===== src/rtl/qpsk_bit_packer_pkg.sv =====
// Shared definitions for the QPSK bit packer: FSM/source encodings,
// idle symbol default and Gray <-> phase-index helpers.
package qpsk_bit_packer_pkg;

  localparam logic [1:0]  IDLE_SYM_DEF    = 2'b00;
  localparam int unsigned DIBITS_PER_BYTE = 32'd4;

  // Gray-coded QPSK constellation points listed by phase index 0..3
  localparam logic [1:0] QPSK_PH0 = 2'b00;
  localparam logic [1:0] QPSK_PH1 = 2'b01;
  localparam logic [1:0] QPSK_PH2 = 2'b11;
  localparam logic [1:0] QPSK_PH3 = 2'b10;

  typedef enum logic {
    ST_IDLE = 1'b0,
    ST_RUN  = 1'b1
  } state_t;

  // Where the next dibit comes from at a symbol boundary
  typedef enum logic [1:0] {
    SRC_NONE  = 2'd0,
    SRC_SHIFT = 2'd1,
    SRC_BUF   = 2'd2,
    SRC_BYP   = 2'd3
  } src_t;

  // Gray dibit -> phase index
  function automatic logic [1:0] g2b(input logic [1:0] g);
    case (g)
      QPSK_PH0: g2b = 2'd0;
      QPSK_PH1: g2b = 2'd1;
      QPSK_PH2: g2b = 2'd2;
      QPSK_PH3: g2b = 2'd3;
      default:  g2b = 2'd0;
    endcase
  endfunction

  // Phase index -> Gray dibit
  function automatic logic [1:0] b2g(input logic [1:0] b);
    case (b)
      2'd0:    b2g = QPSK_PH0;
      2'd1:    b2g = QPSK_PH1;
      2'd2:    b2g = QPSK_PH2;
      2'd3:    b2g = QPSK_PH3;
      default: b2g = QPSK_PH0;
    endcase
  endfunction

endpackage


===== src/rtl/qpsk_bit_packer_if.sv =====
// Byte-in / symbol-out bus of the QPSK bit packer.
// master = upstream byte source, slave = the packer itself.
interface qpsk_bit_packer_if;
  logic [7:0] byte_i;
  logic       byte_valid_i;
  logic       byte_last_i;
  logic       byte_ready_o;
  logic [1:0] sym_o;
  logic       sym_valid_o;
  logic       sym_strobe_o;
  logic       underrun_o;

  modport master (
    output byte_i, byte_valid_i, byte_last_i,
    input  byte_ready_o, sym_o, sym_valid_o, sym_strobe_o, underrun_o
  );

  modport slave (
    input  byte_i, byte_valid_i, byte_last_i,
    output byte_ready_o, sym_o, sym_valid_o, sym_strobe_o, underrun_o
  );
endinterface


===== src/rtl/qpsk_bit_packer_symbol_timer.sv =====
// Symbol timer: counts 0..SPS-1 while enabled, flags the last clock of a symbol.
module qpsk_symbol_timer #(
  parameter int unsigned SPS = 32'd4
) (
  input  logic clk,
  input  logic rst,
  input  logic i_en,
  input  logic i_clr,
  output logic o_bnd
);

  localparam int unsigned    CW   = (SPS > 32'd1) ? $clog2(SPS) : 32'd1;
  localparam logic [CW-1:0]  LAST = CW'(SPS - 32'd1);

  logic [CW-1:0] r_cnt;

  // Per-symbol clock counter, wraps at the symbol boundary
  always_ff @(posedge clk or posedge rst) begin
    if (rst) begin
      r_cnt <= {CW{1'b0}};
    end else if (i_clr) begin
      r_cnt <= {CW{1'b0}};
    end else if (i_en) begin
      if (r_cnt == LAST) begin
        r_cnt <= {CW{1'b0}};
      end else begin
        r_cnt <= r_cnt + {{(CW-1){1'b0}}, 1'b1};
      end
    end
  end

  assign o_bnd = (r_cnt == LAST);

endmodule


===== src/rtl/qpsk_bit_packer.sv =====
// QPSK bit packer: takes bytes over valid/ready, emits dibits MSB pair first,
// each held SPS clocks, with optional differential phase encoding.
module qpsk_bit_packer
  import qpsk_bit_packer_pkg::*;
#(
  parameter int unsigned SPS      = 32'd4,
  parameter bit          DIFF_EN  = 1'b0,
  parameter logic [1:0]  IDLE_SYM = IDLE_SYM_DEF
) (
  input  logic              clk,
  input  logic              rst,
  qpsk_bit_packer_if.slave  bus
);

  state_t     r_state;
  logic       r_first;     // first clock in RUN: present a dibit immediately
  logic [7:0] r_shift;
  logic [2:0] r_dib_cnt;   // dibits of r_shift not yet presented
  logic       r_act_last;  // last flag of the byte in r_shift
  logic [7:0] r_buf;
  logic       r_buf_full;
  logic       r_buf_last;
  logic [1:0] r_acc;
  logic       r_ready;
  logic [1:0] r_sym;
  logic       r_sym_valid;
  logic       r_sym_strobe;
  logic       r_underrun;

  logic       w_bnd;
  logic       w_accept;
  logic       w_advance;
  src_t       w_src;
  logic [1:0] w_dibit;
  logic [1:0] w_acc_nxt;
  logic [1:0] w_sym;
  logic       w_buf_load;
  logic       w_buf_full_nxt;
  logic       w_tmr_en;
  logic       w_tmr_clr;

  assign w_tmr_en  = (r_state == ST_RUN);
  assign w_tmr_clr = (r_state != ST_RUN) | r_first;

  qpsk_symbol_timer #(.SPS(SPS)) u_timer (
    .clk   (clk),
    .rst   (rst),
    .i_en  (w_tmr_en),
    .i_clr (w_tmr_clr),
    .o_bnd (w_bnd)
  );

  // Handshake, next-dibit source selection, encoding and buffer occupancy
  always_comb begin
    w_accept  = bus.byte_valid_i & r_ready;
    w_advance = (r_state == ST_RUN) & (r_first | w_bnd);
    w_src     = SRC_NONE;
    if (w_advance) begin
      if (r_dib_cnt != 3'd0) begin
        w_src = SRC_SHIFT;
      end else if (r_buf_full) begin
        w_src = SRC_BUF;
      end else if (w_accept) begin
        w_src = SRC_BYP;
      end else begin
        w_src = SRC_NONE;
      end
    end else begin
      w_src = SRC_NONE;
    end

    case (w_src)
      SRC_SHIFT: w_dibit = r_shift[7:6];
      SRC_BUF:   w_dibit = r_buf[7:6];
      SRC_BYP:   w_dibit = bus.byte_i[7:6];
      default:   w_dibit = 2'b00;
    endcase

    w_acc_nxt = r_acc + g2b(w_dibit);
    if (DIFF_EN) begin
      w_sym = b2g(w_acc_nxt);
    end else begin
      w_sym = w_dibit;
    end

    // A byte accepted while running parks in the buffer unless it bypasses
    w_buf_load = w_accept & (r_state == ST_RUN) & (w_src != SRC_BYP);
    if (w_buf_load) begin
      w_buf_full_nxt = 1'b1;
    end else if (w_src == SRC_BUF) begin
      w_buf_full_nxt = 1'b0;
    end else begin
      w_buf_full_nxt = r_buf_full;
    end
  end

  // FSM, byte storage and registered outputs
  always_ff @(posedge clk or posedge rst) begin
    if (rst) begin
      r_state      <= ST_IDLE;
      r_first      <= 1'b0;
      r_shift      <= 8'h00;
      r_dib_cnt    <= 3'd0;
      r_act_last   <= 1'b0;
      r_buf        <= 8'h00;
      r_buf_full   <= 1'b0;
      r_buf_last   <= 1'b0;
      r_acc        <= 2'd0;
      r_ready      <= 1'b0;
      r_sym        <= IDLE_SYM;
      r_sym_valid  <= 1'b0;
      r_sym_strobe <= 1'b0;
      r_underrun   <= 1'b0;
    end else begin
      r_ready      <= ~w_buf_full_nxt;
      r_buf_full   <= w_buf_full_nxt;
      r_sym_strobe <= 1'b0;
      if (w_buf_load) begin
        r_buf      <= bus.byte_i;
        r_buf_last <= bus.byte_last_i;
      end
      case (r_state)
        ST_IDLE: begin
          r_sym       <= IDLE_SYM;
          r_sym_valid <= 1'b0;
          if (w_accept) begin
            r_shift    <= bus.byte_i;
            r_dib_cnt  <= 3'(DIBITS_PER_BYTE);
            r_act_last <= bus.byte_last_i;
            r_first    <= 1'b1;
            r_state    <= ST_RUN;
          end
        end
        ST_RUN: begin
          if (w_advance) begin
            r_first <= 1'b0;
            case (w_src)
              SRC_SHIFT: begin
                r_shift   <= {r_shift[5:0], 2'b00};
                r_dib_cnt <= r_dib_cnt - 3'd1;
              end
              SRC_BUF: begin
                r_shift    <= {r_buf[5:0], 2'b00};
                r_dib_cnt  <= 3'(DIBITS_PER_BYTE - 32'd1);
                r_act_last <= r_buf_last;
              end
              SRC_BYP: begin
                r_shift    <= {bus.byte_i[5:0], 2'b00};
                r_dib_cnt  <= 3'(DIBITS_PER_BYTE - 32'd1);
                r_act_last <= bus.byte_last_i;
              end
              default: begin
                // Starved: clean end if the final byte closed the burst
                r_state    <= ST_IDLE;
                r_underrun <= r_underrun | ~r_act_last;
              end
            endcase
            if (w_src != SRC_NONE) begin
              r_sym        <= w_sym;
              r_sym_valid  <= 1'b1;
              r_sym_strobe <= 1'b1;
              r_acc        <= w_acc_nxt;
            end else begin
              r_sym        <= IDLE_SYM;
              r_sym_valid  <= 1'b0;
            end
          end
        end
        default: begin
          r_state <= ST_IDLE;
        end
      endcase
    end
  end

  assign bus.byte_ready_o = r_ready;
  assign bus.sym_o        = r_sym;
  assign bus.sym_valid_o  = r_sym_valid;
  assign bus.sym_strobe_o = r_sym_strobe;
  assign bus.underrun_o   = r_underrun;

endmodule


===== src/flat_wrapper.sv =====
// flat-port wrapper written by rule: the top's interface ports become plain ports
module qpsk_bit_packer_flat import qpsk_bit_packer_pkg::*;
#(
  parameter int unsigned SPS      = 32'd4,
  parameter bit          DIFF_EN  = 1'b0,
  parameter logic [1:0]  IDLE_SYM = IDLE_SYM_DEF
)
  (clk, rst, bus_byte_i, bus_byte_valid_i, bus_byte_last_i, bus_byte_ready_o, bus_sym_o, bus_sym_valid_o, bus_sym_strobe_o, bus_underrun_o);
  qpsk_bit_packer_if bus_i ();
  input  logic clk;
  input  logic rst;
  input wire logic [$bits(bus_i.byte_i)-1:0] bus_byte_i;
  input wire logic [$bits(bus_i.byte_valid_i)-1:0] bus_byte_valid_i;
  input wire logic [$bits(bus_i.byte_last_i)-1:0] bus_byte_last_i;
  output wire logic [$bits(bus_i.byte_ready_o)-1:0] bus_byte_ready_o;
  output wire logic [$bits(bus_i.sym_o)-1:0] bus_sym_o;
  output wire logic [$bits(bus_i.sym_valid_o)-1:0] bus_sym_valid_o;
  output wire logic [$bits(bus_i.sym_strobe_o)-1:0] bus_sym_strobe_o;
  output wire logic [$bits(bus_i.underrun_o)-1:0] bus_underrun_o;
  assign bus_i.byte_i = bus_byte_i;
  assign bus_i.byte_valid_i = bus_byte_valid_i;
  assign bus_i.byte_last_i = bus_byte_last_i;
  assign bus_byte_ready_o = bus_i.byte_ready_o;
  assign bus_sym_o = bus_i.sym_o;
  assign bus_sym_valid_o = bus_i.sym_valid_o;
  assign bus_sym_strobe_o = bus_i.sym_strobe_o;
  assign bus_underrun_o = bus_i.underrun_o;
  qpsk_bit_packer #(.SPS(SPS), .DIFF_EN(DIFF_EN), .IDLE_SYM(IDLE_SYM)) u_core (.clk(clk), .rst(rst), .bus(bus_i));
endmodule

===== config.mk =====
export PLATFORM = sky130hd
export DESIGN_NAME = qpsk_bit_packer_flat
export DESIGN_NICKNAME = d
export VERILOG_FILES = /design/src/rtl/qpsk_bit_packer_pkg.sv /design/src/rtl/qpsk_bit_packer_if.sv /design/src/rtl/qpsk_bit_packer_symbol_timer.sv /design/src/rtl/qpsk_bit_packer.sv /design/src/flat_wrapper.sv
export SDC_FILE = /design/constraint.sdc
export NUM_CORES = 1
export LEC_CHECK = 0
export BUFFER_PORTS_ARGS = -buffer_cell sky130_fd_sc_hd__buf_2
export CAP_MARGIN = 15
export CORE_UTILIZATION = 35
export DETAILED_ROUTE_END_ITERATION = 16
export SYNTH_ARGS = -nofsm -noshare
export SYNTH_HDL_FRONTEND = slang
export SYNTH_SLANG_ARGS = --single-unit
export TNS_END_PERCENT = 10

===== constraint.sdc =====
create_clock -name clk -period 5.35 [get_ports clk]
set_input_delay 0.535 -clock clk [delete_from_list [all_inputs] [get_ports clk]]
set_output_delay 0.535 -clock clk [all_outputs]
set_load 0.01 [all_outputs]

==> results.ini, run 1 <==
[run_status]
run_status=finished with violations
failed_checks=DRC

[layout]
layout.cells.most_common_list=32 x dfrtp_1, 17 x o21ai_0, 17 x buf_2
fin_nets=180
antenna-diode-count=0
final_layout_size_suffix_gt1_share_pct=25.3
instances_no_fill=218
layout.cells.most_common=dfrtp_1
multi_input_comb_area_um2=762
flow.area_growth_from_synthesis_pct=12.6
ff_latch_area_um2=801
fillCellCount=444

[timing]
tightestPinTransition_ns=0.634
achievable-frequency_ghz=0.508
maxSlewHeadroom_pct=57.7
report.final.slew_viol_count=0
fin_setup_tns_ns=0
period_needed_ns=1.97
finalHoldViolCount=0
final-setup-viol-count=0
worst_clock_skew_ns=0.00443
grt_setup_unrepaired=no
timing.final.crit_share_pct=36.8

[critical_path]
class_of_the_most_critical_setup_path=reg -> reg
critical_path_arrival_ns=2.14
worstSetupEndpointType=flip-flop
startpoint_type=flip-flop
timing.critical_path.required_ns=5.52
crit_path_max_fanout=9

[floorplan]
floorplan_die_area_um2=4990
design.core.area_um2=4440
initial_utilization_pct=37.1
io_pins=18
die_height_um=70.7
core.rowCount=24
horizontal_extent_of_the_die_um=70.7

[routing]
drt_iter0_markers=81
number_of_drc_violations_after_detailed_routing=1
route.detailed.wl_per_inst_um=15.4
detailroute.wirelength.met2_um=1450
average_vias_per_placed_instance=5.33
final_antenna_net_count=0
routed_wirelength_um=3350
detailroute.via_count=1162
met3_wirelength_um=112
wl_met1_um=1710
iteration_count_of_the_initial_detailed_routing_pass=10
highest_metal_layer_used_by_the_detailed_router=met4

[global_route]
grt_start_max_net_pins=33
via_count_of_the_first_global_routing_pass=1243
grt_antenna_before_repair=0
grt_first_pass_wirelength_um=5960
overflow=0
global_route.usage.total_pct=15.5

[placed_design]
dp_hpwl_um=2230
port_buffers=17
gpl.final_weighted_congestion=0.733
place.detailed.instances=210

[clock_tree]
clock-root-buffer=clkbuf_8
post_cts_hold_buffer_count=0
cts_setup_buffers=0
clk_transition_reported_paths_ns=0.07
max-clock-path-buffers=2
tritoncts_clock_tree=done
cts_htree_levels=2
post_cts.resized_instances=0
cts_sinks=32
cts_inserted_buffers=5
clock_network_latency_to_the_later_pin_of_the_worst_skew_pair_ns=0.29

[synthesis]
yosysWarnings=0
ys_ff_latch=32
synthArstFlopShare_pct=100
main_synth_ff_type=dfrtp_1
yosysSeqAreaShare_pct=48.5
number_of_enable_type_register_cells_in_the_synthesized_netlist=0
syn_nets=161
synthCells=146
synthDistinctLibCells=37
post_synth_instance_area_um2=1650
syn_area_per_cell_um2=11.3

[job]
maxCapViolCount=0

[pwr]
power.density_cell_area_nw_per_um2=614
vdd_ir_drop_max_v=0.000169
power.static_leakage_nw=0.877

[hold_path]
hold_path.class=in -> async

-- where the power goes --
part | total, W | leakage [nW] | internal (W) | switching [W]
logic | 0.000509 | 0.436 | 0.000255 | 0.000255
clock network | 0.000192 | 0.0510 | 0.000102 | 0.0000895
registers | 0.000440 | 0.390 | 0.000349 | 0.0000908
total | 0.00114 | 0.877 | 0.000706 | 0.000435
-- path summary, 6_finish.rpt --
| path | to | cells past startpoint | slack [ns] | startpoint |
|---|---|---|---|---|
| max | u_core.r_dib_cnt[2]$_DFFE_PP0P_ | 7 | 3.38 | u_core.r_dib_cnt[0]$_DFFE_PP0P_ |
| min | u_core.r_buf[4]$_DFFE_PP0P_ | 3 | 0.32 | rst |
| max reg2reg | u_core.r_dib_cnt[2]$_DFFE_PP0P_ | 7 | 3.38 | u_core.r_dib_cnt[0]$_DFFE_PP0P_ |
| min reg2reg | u_core.u_timer.r_cnt[0]$_DFFE_PP0P_ | 1 | 0.44 | u_core.u_timer.r_cnt[0]$_DFFE_PP0P_ |
| max in group asynchronous | u_core.bus.sym_strobe_o$_DFF_PP0_ | 3 | 4.73 | rst |
| min in group clk | u_core.u_timer.r_cnt[0]$_DFFE_PP0P_ | 1 | 0.44 | u_core.u_timer.r_cnt[0]$_DFFE_PP0P_ |
-- cell type report --
cell class / instances / share of cell area (%)
Clock buffer: 6 / 4.44
Clock inverter: 2 / 0.539
Inverter: 12 / 2.42
Multi-Input combinational cell: 96 / 41.0
Sequential cell: 32 / 43.1
Tap cell: 52 / 3.50
Timing Repair Buffer: 18 / 4.98
-- cell families after synthesis --
kind of cell	synth area share, %
and+or+nand+nor	14.5
adders and majority gates	2.27
DFF	48.5
muxes	12.3
buffers and inverters	5.31
AOI/OAI and AO/OA	17.1
-- state kept, by name (all words and copies together) (netlist names) --
register	cells
u_core.bus.byte_ready_o	1
u_core.u_timer.r_cnt	2
u_core.r_buf_last	1
u_core.r_act_last	1
u_core.r_buf	8
u_core.bus.sym_strobe_o	1
u_core.r_shift	8
u_core.r_buf_full	1
u_core.r_dib_cnt	3
u_core.bus.sym_valid_o	1
u_core.bus.underrun_o	1
u_core.r_state	1
u_core.bus.sym_o	2
u_core.r_first	1
-- routing by layer --
| metal | up-vias | global-route usage (%) |
|---|---|---|
| met5 | - | 0 |
| met4 | 0 | 6.00 |
| met3 | 7 | 4.42 |
| met2 | 23 | 24.5 |
| met1 | 569 | 20.3 |
| li1 | 563 | - |
-- Yosys cell counts (all sizes together), types with 2 or more instances --
cell | n | share of area [%]
dfrtp | 32 | 49
nor3 | 2 | 0.61
nor3b | 3 | 1.7
mux2 | 10 | 8.6
a21oi | 3 | 1.6
clkbuf | 3 | 0.76
nand2 | 4 | 1.4
o221ai | 6 | 3.2
nor4bb | 6 | 3.6
nand3 | 2 | 0.61
mux2i | 6 | 3.6
o211ai | 2 | 0.91
ha | 3 | 2.3
o21ai | 20 | 6.5
a21o | 4 | 1.8
inv | 12 | 2.7
a32o | 2 | 1.2
nor2 | 6 | 1.4
nor2b | 7 | 2.7
and2 | 2 | 0.76
buf | 3 | 1.8
-- through the flow --
stage	instance area [µm²]	hold WS (ns)	worst slack, ns	utilization (%)	power (W)
2_1_floorplan	1650	0.409	3.59	-	0.000847
3_3_place_gp	1770	0.422	3.45	39.7	0.000939
3_5_place_dp	1770	0.435	3.42	39.7	0.000954
4_1_cts	1860	0.336	3.38	41.8	0.00116
5_1_grt	1860	0.374	3.26	41.8	0.00125
6_report	1860	0.323	3.38	41.8	0.00114
-- worst max-delay path, cell delays in order, from the launching register on --
cell      delay (ns)
dfrtp_1         0.33
inv_1           0.06
ha_1            0.19
ha_1            0.25
nand2b_1        0.14
nand2_1         0.11
a21oi_4         0.40
mux2_2          0.38
No activity file was read; power rests on OpenSTA's default activity.
==> inputs of run 2 (changes only) <==
==> constraint.sdc (replaced) <==
create_clock -name clk -period 2.1 [get_ports clk]
set_input_delay 0.21 -clock clk [delete_from_list [all_inputs] [get_ports clk]]
set_output_delay 0.21 -clock clk [all_outputs]
set_load 0.01 [all_outputs]
==> run 2 against run 1 <==
Net effect: the flow finishes with violations (DRC, hold timing); cell count grew 1.8%; fmax grew 4.3%; global-route usage grew 0.27 points; register-to-register slack lost 3.2 ns; first-iteration DRC count grew 8.6%; via count grew 4.5%; final area grew 3.4%; critical path type unchanged; largest power group unchanged.
==> results.ini, run 2 (synthesis results as in run 1) <==
[floorplan]
die_height_um=70.7  ; unchanged
io_pins=18  ; unchanged
floorplan_die_area_um2=4990  ; unchanged
design.core.area_um2=4440  ; unchanged
horizontal_extent_of_the_die_um=70.7  ; unchanged
core.rowCount=24  ; unchanged
initial_utilization_pct=37.1  ; unchanged

[clock_tree]
max-clock-path-buffers=2  ; unchanged
tritoncts_clock_tree=done  ; unchanged
clock_network_latency_to_the_later_pin_of_the_worst_skew_pair_ns=0.29  ; about the same
cts_setup_buffers=0  ; unchanged
cts_inserted_buffers=5  ; unchanged
post_cts_hold_buffer_count=0  ; unchanged
cts_htree_levels=2  ; unchanged
clock-root-buffer=clkbuf_8  ; unchanged
cts_sinks=32  ; unchanged
post_cts.resized_instances=0  ; unchanged
clk_transition_reported_paths_ns=0.07  ; about the same

[critical_path]
cpMostUsedCell=ha_1  ; unchanged
critical_path_buf_inv_count=1  ; unchanged
crit_path_max_fanout=11  ; was 9
critical_path_cell_with_the_highest_stage_delay=dfrtp_1  ; was a21oi_4
critical_path_arrival_ns=2.06  ; was 2.14 ns
class_of_the_most_critical_setup_path=reg -> reg  ; unchanged
critical-path-top-delay-family=adder cells  ; unchanged
startpoint_type=flip-flop  ; unchanged
worst_path_largest_cell_delay_ns=0.36  ; was 0.40 ns
timing.critical_path.required_ns=2.27  ; was 5.52 ns
r2r_slack_ns=0.21  ; was 3.38 ns
chain_of_cells_forming_the_critical_path=inv_1, ha_1, ha_1, nand2b_1, o21ai_2, or2_4, mux2_2  ; was inv_1, ha_1, ha_1, nand2b_1, nand2_1, a21oi_4, mux2_2
worstSetupEndpointType=flip-flop  ; unchanged

[layout]
largest_registers_in_the_final_layout=u_core.r_buf: 8 flops, u_core.r_shift: 8 flops, u_core.r_dib_cnt: 3 flops  ; unchanged
final_layout_size_suffix_gt1_share_pct=27.1  ; was 25.3%
layout.cells.most_common_list=32 x dfrtp_1, 17 x o21ai_0, 17 x buf_2  ; unchanged
layout.cells.most_common=dfrtp_1  ; unchanged
fin_nets=184  ; was 180
fillCellCount=441  ; was 444
flow.area_growth_from_synthesis_pct=16.5  ; was 12.6%
antenna-diode-count=0  ; unchanged

[timing]
report.final.slew_viol_count=0  ; unchanged
period_needed_ns=1.89  ; was 1.97 ns
maxSlewHeadroom_pct=66.4  ; was 57.7%
final.setup.worst_slack_ns=0.212  ; was 3.38 ns
hold_slack_ns=-0.00408  ; was 0.323 ns
fin_setup_tns_ns=0  ; unchanged
achievable-frequency_ghz=0.530  ; was 0.508 GHz
worst_clock_skew_ns=0.0104  ; was 0.00443 ns
timing.final.crit_share_pct=89.9  ; was 36.8%
grt_setup_unrepaired=no  ; unchanged
final-setup-viol-count=0  ; unchanged
tightestPinTransition_ns=0.501  ; was 0.634 ns
finalHoldViolCount=9  ; was 0

[job]
maxCapViolCount=0  ; unchanged

[placed_design]
detailedPlace.worstSlack_ns=0.237  ; was 3.42 ns
port_buffers=17  ; unchanged
gpl.final_weighted_congestion=0.809  ; was 0.733
dp_hpwl_um=2460  ; was 2230 µm

[global_route]
grt_first_pass_wirelength_um=6020  ; was 5960 µm
grt_start_max_net_pins=33  ; unchanged
global_route.usage.total_pct=15.8  ; was 15.5%
via_count_of_the_first_global_routing_pass=1229  ; was 1,243
grt_antenna_before_repair=0  ; unchanged
overflow=0  ; unchanged

[pwr]
power.static_leakage_nw=0.909  ; was 0.877 nW
power.density_cell_area_nw_per_um2=1640  ; was 614 nW/µm²
vdd_ir_drop_max_v=0.000490  ; was 0.000169 V

[routing]
average_vias_per_placed_instance=5.47  ; was 5.33
routed_wirelength_um=3460  ; was 3350 µm
drt_iter0_markers=88  ; was 81
number_of_drc_violations_after_detailed_routing=2  ; was 1
detailroute.via_count=1214  ; was 1,162
final_antenna_net_count=0  ; unchanged
iteration_count_of_the_initial_detailed_routing_pass=12  ; was 10
route.detailed.wl_per_inst_um=15.6  ; was 15.4 µm

[hold_path]
hold_path.class=in -> async  ; unchanged

[run_status]
run_status=finished with violations  ; unchanged
failed_checks=DRC, hold timing  ; was DRC

-- run 2: cell types whose count changed in the layout (fill, tap and decap cells not counted) --
cell,delta
buf_4,+4
bufinv_16,+1
clkbuf_8,+1
clkinv_2,-2
-- run 2: cell type report --
class | instances | area [µm²] | area share, %
Sequential cell | 32 | 801 | 41.7
Clock inverter | 1 | 30.0 | 1.56
Multi-Input combinational cell | 96 | 762 | 39.6
Timing Repair Buffer | 22 | 123 | 6.38
Inverter | 12 | 45.0 | 2.34
Tap cell | 52 | 65.1 | 3.39
Clock buffer | 7 | 96.3 | 5.01
-- run 2: stage by stage --
step	cells	util, %	hold WS, ns	cell area, µm²	power (W)
after floorplan	146	-	0.326	1650	0.00216
after global placement	214	40.4	0.307	1800	0.00248
after detailed placement	214	40.4	0.318	1800	0.00253
after CTS	222	43.2	0.00632	1920	0.00318
after global routing	222	43.2	0.0442	1920	0.00340
final	222	43.2	-0.00408	1920	0.00316
-- run 2: worst min-delay path: stages --
cell   delay [ns]
buf_2        0.09
inv_1        0.04
buf_4        0.36
-- run 2: report_power, final --
| group | leakage (nW) | switching, W | internal (W) |
|---|---|---|---|
| sequential | 0.390 | 0.000201 | 0.000890 |
| combinational | 0.454 | 0.000708 | 0.000711 |
| clock | 0.0645 | 0.000229 | 0.000419 |
-- run 2: final timing paths --
check / startpoint / to / cells after the start
max: u_core.r_dib_cnt[0]$_DFFE_PP0P_ / u_core.r_buf[6]$_DFFE_PP0P_ / 7
max in group asynchronous: rst / u_core.u_timer.r_cnt[1]$_DFFE_PP0P_ / 3
min: rst / u_core.r_buf[2]$_DFFE_PP0P_ / 3
min reg2reg: u_core.u_timer.r_cnt[0]$_DFFE_PP0P_ / u_core.u_timer.r_cnt[0]$_DFFE_PP0P_ / 1
max reg2reg: u_core.r_dib_cnt[0]$_DFFE_PP0P_ / u_core.r_buf[6]$_DFFE_PP0P_ / 7
min in group clk: bus_byte_i[1] / u_core.r_buf[1]$_DFFE_PP0P_ / 2
-- run 2: routing by layer --
layer  part of all wire, %  up-vias  track usage, %
met5                     0        -               0
met4                   1.6        0            8.00
met3                   2.9        5            3.56
met2                    47       25            24.9
met1                    48      613            20.5
li1                      -      571               -
